`src/rtl/uart_rx_pkg.sv`:
```
// ---------------------------------------------------------------------------
// uart_rx_pkg
// Shared UART definitions used by the transmitter and the receiver:
//   - uart_state_e : FSM state encodings (identical in TX and RX)
//   - DEFAULT_OVERSAMPLE / DEFAULT_DATA_BITS : default frame parameters
//   - even_parity() : parity bit carried in every frame
// ---------------------------------------------------------------------------
package uart_rx_pkg;

  typedef enum logic [1:0] {
    IDLE  = 2'b00,
    START = 2'b01,
    DATA  = 2'b10,
    STOP  = 2'b11
  } uart_state_e;

  localparam int unsigned DEFAULT_OVERSAMPLE = 16;
  localparam int unsigned DEFAULT_DATA_BITS  = 8;

  // Even parity: the parity bit equals the XOR of the data bits. Callers
  // zero-extend their data word to 32 bits, which leaves the XOR unchanged.
  function automatic logic even_parity(input logic [31:0] data);
    return ^data;
  endfunction

endpackage

```
`src/rtl/uart_sync2.sv`:
```
// ---------------------------------------------------------------------------
// uart_sync2
// Generic two-flop synchroniser for a single asynchronous input.
// Ports:
//   clk_i  : destination clock
//   rst_ni : asynchronous active-low reset; both flops load RESET_VAL
//   d_i    : asynchronous input
//   q_o    : synchronised output, two clocks of latency
// ---------------------------------------------------------------------------
module uart_sync2 #(
  parameter logic RESET_VAL = 1'b1
) (
  input  logic clk_i,
  input  logic rst_ni,
  input  logic d_i,
  output logic q_o
);

  logic meta_q;
  logic sync_q;

  always_ff @(posedge clk_i or negedge rst_ni) begin
    if (!rst_ni) begin
      meta_q <= RESET_VAL;
      sync_q <= RESET_VAL;
    end else begin
      meta_q <= d_i;
      sync_q <= meta_q;
    end
  end

  assign q_o = sync_q;

endmodule

```
`src/rtl/uart_rx.sv`:
```
// ---------------------------------------------------------------------------
// uart_rx
// UART receiver: 1 start bit, DATA_BITS data bits LSB first, 1 even-parity
// bit, 1 stop bit. The line is sampled mid-bit using an OVERSAMPLE x baud
// strobe. Every completed frame is delivered, errors are only flagged.
// Ports:
//   clk_i        : system clock
//   rst_ni       : asynchronous active-low reset
//   rx_i         : asynchronous serial line, idles high
//   rx_tick_i    : one-clock strobe at OVERSAMPLE x baud
//   data_out_o   : last received data word, held until the next frame
//   rx_valid_o   : one-clock pulse when a frame completes
//   parity_err_o : parity mismatch on the last frame
//   frame_err_o  : stop bit sampled low on the last frame
//   rx_busy_o    : receiver is not idle
// DATA_BITS must be at most 14 so that data plus parity fit the 4-bit
// bit counter; OVERSAMPLE must be a power of two, at least 8.
// ---------------------------------------------------------------------------
module uart_rx
  import uart_rx_pkg::*;
#(
  parameter int unsigned OVERSAMPLE = DEFAULT_OVERSAMPLE,
  parameter int unsigned DATA_BITS  = DEFAULT_DATA_BITS
) (
  input  logic                 clk_i,
  input  logic                 rst_ni,
  input  logic                 rx_i,
  input  logic                 rx_tick_i,
  output logic [DATA_BITS-1:0] data_out_o,
  output logic                 rx_valid_o,
  output logic                 parity_err_o,
  output logic                 frame_err_o,
  output logic                 rx_busy_o
);

  localparam int unsigned    TW       = $clog2(OVERSAMPLE);
  localparam logic [TW-1:0]  TICK_ONE = TW'(1);
  localparam logic [TW-1:0]  TICK_MID = TW'(OVERSAMPLE / 2 - 1);
  localparam logic [TW-1:0]  TICK_END = TW'(OVERSAMPLE - 1);
  // Index of the parity sample, the last one taken in DATA.
  localparam logic [3:0]     LAST_BIT = 4'(DATA_BITS);

  logic                 rx_s;
  uart_state_e          state_q;
  logic [TW-1:0]        tick_q;
  logic [3:0]           bit_q;
  logic [DATA_BITS:0]   shift_q;
  logic [DATA_BITS-1:0] data_q;
  logic                 rx_valid_q;
  logic                 parity_err_q;
  logic                 frame_err_q;

  logic [DATA_BITS:0]   shift_d;
  logic                 parity_err_d;

  uart_sync2 #(
    .RESET_VAL(1'b1)
  ) u_sync (
    .clk_i (clk_i),
    .rst_ni(rst_ni),
    .d_i   (rx_i),
    .q_o   (rx_s)
  );

  // Bits arrive LSB first, so they enter at the MSB and shift down; after
  // data plus parity the parity bit sits at the top of the register.
  assign shift_d      = {rx_s, shift_q[DATA_BITS:1]};
  assign parity_err_d = even_parity(32'(shift_q[DATA_BITS-1:0])) != shift_q[DATA_BITS];

  always_ff @(posedge clk_i or negedge rst_ni) begin
    if (!rst_ni) begin
      state_q      <= IDLE;
      tick_q       <= '0;
      bit_q        <= '0;
      shift_q      <= '0;
      data_q       <= '0;
      rx_valid_q   <= 1'b0;
      parity_err_q <= 1'b0;
      frame_err_q  <= 1'b0;
    end else begin
      rx_valid_q <= 1'b0;
      if (rx_tick_i) begin
        case (state_q)
          IDLE: begin
            if (!rx_s) begin
              state_q <= START;
              tick_q  <= '0;
            end
          end
          START: begin
            tick_q <= tick_q + TICK_ONE;
            // Re-check the line half a bit after the edge to reject glitches.
            if (tick_q == TICK_MID) begin
              if (!rx_s) begin
                state_q <= DATA;
                tick_q  <= '0;
                bit_q   <= '0;
              end else begin
                state_q <= IDLE;
              end
            end
          end
          DATA: begin
            // The tick counter wraps to zero on the sample tick by itself.
            tick_q <= tick_q + TICK_ONE;
            if (tick_q == TICK_END) begin
              shift_q <= shift_d;
              bit_q   <= bit_q + 4'd1;
              if (bit_q == LAST_BIT) begin
                state_q <= STOP;
                tick_q  <= '0;
              end
            end
          end
          STOP: begin
            tick_q <= tick_q + TICK_ONE;
            // Sampling mid stop bit and returning to IDLE right away leaves
            // half a bit to catch a back-to-back start edge.
            if (tick_q == TICK_END) begin
              data_q       <= shift_q[DATA_BITS-1:0];
              parity_err_q <= parity_err_d;
              frame_err_q  <= !rx_s;
              rx_valid_q   <= 1'b1;
              state_q      <= IDLE;
            end
          end
          default: state_q <= IDLE;
        endcase
      end
    end
  end

  assign data_out_o   = data_q;
  assign rx_valid_o   = rx_valid_q;
  assign parity_err_o = parity_err_q;
  assign frame_err_o  = frame_err_q;
  assign rx_busy_o    = (state_q != IDLE);

endmodule

```
`config.mk`:
```
export PLATFORM = sky130hd
export DESIGN_NAME = uart_rx
export DESIGN_NICKNAME = d
export VERILOG_FILES = /design/src/rtl/uart_rx_pkg.sv /design/src/rtl/uart_sync2.sv /design/src/rtl/uart_rx.sv
export SDC_FILE = /design/constraint.sdc
export NUM_CORES = 1
export LEC_CHECK = 0
export CAP_MARGIN = 20
export CORE_ASPECT_RATIO = 1.25
export CORE_UTILIZATION = 59
export DETAILED_ROUTE_END_ITERATION = 8
export MAX_ROUTING_LAYER = met4
export PLACE_DENSITY = 0.92
export SLEW_MARGIN = 20
export SYNTH_ARGS = -nofsm -noshare
export SYNTH_HDL_FRONTEND = slang
export SYNTH_HIERARCHICAL = 1
export SYNTH_SLANG_ARGS = --single-unit
```
`constraint.sdc`:
```
create_clock -name clk_i -period 4.4 [get_ports clk_i]
set_input_delay 0.88 -clock clk_i [delete_from_list [all_inputs] [get_ports clk_i]]
set_output_delay 0.88 -clock clk_i [all_outputs]
set_load 0.01 [all_outputs]
```
==> results.tsv <==
metric	value	unit
total grt overflow	0	
routed len/inst	13.55	µm
PortBufs	15	
Reg clk slew, reported paths	0.10	ns
Area Growth Syn to Fin	16.61	%
largest net degree at the start of global routing	33	
All-Layer GR Usage	22.91	%
FP Rows	19	
starting density of the core	64.38	%
layout cells sized above 1	16.67	%
outcome	complete, no violations	
# hold bufs at CTS	0	
Setup-failing EPs final	0	
Seq/Total Area, Yosys	55.25	%
RSZ-0062 raised after global routing	no	
fmax	383.0	MHz
final WL	2452	µm
DRC marker count from the first detailed-route iteration	28	
syn avg cell area	11.01	µm²
most frequent cells in the layout	nand2_1 (30), dfrtp_1 (30), clkdlybuf4s50_1 (15)	
worst relative slew slack	69.12	%
vias in the first global route	942	
Min Hold Slack	0.3667	ns
n_diodes	0	
CTS root buf	clkbuf_4	
Post-CTS Setup Repair Bufs	0	
first-pass GRT wire length	4167	µm
Ys Warns	6	
synthesized instance count	132	
CP endpoint kind	flip-flop	
DR vias	1003	
CTS tree	yes	
worst skew pair latency	0.33	ns
peak supply drop	0.0003663	V
Hold Crit Class	reg -> reg	
drt pass-1 iters	4	
Max Root-Sink Buffers	2	
final net count	156	
worst slew pin tran	0.4618	ns
crit share post-route	59.34	%
Crit Path Category	in -> reg	
Critical Path AT	2.83	ns
die width	46.40	µm
TritonCTS Buffers	5	
Synth Register Bits	32	
Final ANT Viol Nets	0	
Top-Level Pins	16	
Worst path max stage delay	0.71	ns
Worst Skew	0.009720	ns
Tmin final	2.611	ns
number of vias per cell	5.541	
Post-Synthesis Cell Area	1454	µm²
DIE AREA	2668	µm²
total power	0.7433	mW
Die H	57.50	µm
leakage power total	0.8248	nW
Final Wtd Congestion	0.8266	
fin cells	181	
clk sinks	32	
H-tree Lvls	2	
CP Max Fanout	12	
required time of the critical path	4.62	ns
critical path cell sequence	clkdlybuf4s50_1, and4_2, nand3_1, inv_2, mux2_2	
max-cap check violation count	0	
# resized after CTS	0	
Final HPWL DP	1756	µm
CP Launch Type	input pin	
Critical Path Slowest Stage Cell	clkdlybuf4s50_1	
Syn Nets	139	
Synth cell types	31	
pwr dens	438.4	nW/µm²
residual DRC count	0	
initial antenna violation count	0	
final hold viol count	0	
placed cell count	173	
core region area	2258	µm²
fin. max-slew vios	0	
setup TNS	0	ns
==> state kept, by name (all words and copies together) (netlist names), named ones only <==
signal         cells
shift_q            9
data_out_o         8
bit_q              4
tick_q             4
frame_err_o        1
parity_err_o       1
rx_valid_o         1
state_q            1
u_sync/meta_q      1
u_sync/q_o         1
==> Yosys cell counts <==
| library cell | count | area, µm² |
|---|---|---|
| buf_2 | 1 | 5.000 |
| nand3_1 | 7 | 35.03 |
| clkbuf_1 | 3 | 11.26 |
| xnor3_1 | 1 | 22.52 |
| a32o_1 | 2 | 20.02 |
| a22o_1 | 3 | 26.28 |
| ha_1 | 3 | 37.54 |
| and3_1 | 1 | 6.260 |
| nor2_1 | 1 | 3.750 |
| o21ai_2 | 1 | 8.760 |
| xor2_1 | 3 | 26.28 |
| xnor2_1 | 7 | 61.31 |
| and4b_4 | 1 | 13.76 |
| a21oi_1 | 4 | 20.02 |
| mux2i_1 | 1 | 10.01 |
| o22ai_1 | 1 | 6.260 |
| o21ai_0 | 6 | 30.03 |
| dfrtp_1 | 30 | 750.7 |
| nor2b_1 | 1 | 6.260 |
| nand4_1 | 1 | 6.260 |
| inv_2 | 1 | 3.750 |
| mux2_2 | 9 | 101.4 |
| nand4b_1 | 1 | 8.760 |
| inv_1 | 5 | 18.77 |
| dfstp_2 | 2 | 52.55 |
| buf_4 | 2 | 15.01 |
| a211oi_1 | 1 | 7.510 |
| or2_2 | 1 | 6.260 |
| a22o_2 | 1 | 10.01 |
| and4_2 | 1 | 10.01 |
| nand2_1 | 30 | 112.6 |
==> worst max-delay path, delay by kind of cell <==
kind | cells | cell delay (ns)
buffers and inverters | 2 | 0.96
muxes | 1 | 0.35
and+or+nand+nor | 2 | 0.64
==> per-layer routing <==
metal,vias up,GRT usage [%],routed length [µm]
li1,482,-,-
met1,483,29.11,1089
met4,0,12.18,36
met5,-,-,0
met2,32,32.74,1209
met3,6,6.013,117
==> path summary, 6_finish.rpt <==
path	startpoint	endpoint	slack [ns]	cells after the start
max	rx_tick_i	parity_err_o$_DFFE_PN0P_	1.79	5
min	u_sync/meta_q$_DFF_PN1_	u_sync/q_o$_DFF_PN1_	0.37	0
max reg2reg	tick_q[0]$_DFFE_PN0P_	parity_err_o$_DFFE_PN0P_	2.44	5
min reg2reg	u_sync/meta_q$_DFF_PN1_	u_sync/q_o$_DFF_PN1_	0.37	0
max in group asynchronous	rst_ni	u_sync/meta_q$_DFF_PN1_	3.13	2
min in group asynchronous	rst_ni	data_out_o[0]$_DFFE_PN0P_	0.94	2
==> power breakdown <==
part           total, mW  switching [mW]  internal (mW)
Clock              0.216          0.0971          0.119
Combinational      0.151          0.0742         0.0769
Sequential         0.376          0.0476          0.328
==> cell type report <==
type	count	area [µm²]
inverter	6	22.52
tap	31	38.79
clock inverter	2	35.03
clock buffer	6	41.29
timing repair buffer	16	157.7
multi-input combinational	88	596.8
fill	149	563.0
sequential	32	803.3
==> logic make-up after synthesis <==
family,count (synthesis),share of synthesized area [%]
adder cells (fa/ha/maj),3,2.582
XOR/XNOR,11,7.573
AO/OA/AOI/OAI,19,8.865
AND/OR/NAND/NOR,45,14.37
multiplexers,10,7.659
buffers and inverters,12,3.700
flip-flops,32,55.25
==> per-stage QoR <==
stage | setup slack (ns) | area, µm² | util (%)
floorplan | 2.584 | 1454 | -
global placement | 1.523 | 1619 | 71.69
detailed placement | 1.476 | 1619 | 71.69
CTS | 1.815 | 1695 | 75.07
global route | 1.681 | 1695 | 75.07
finish | 1.789 | 1695 | 75.07
No activity file was read; power rests on OpenSTA's default activity.
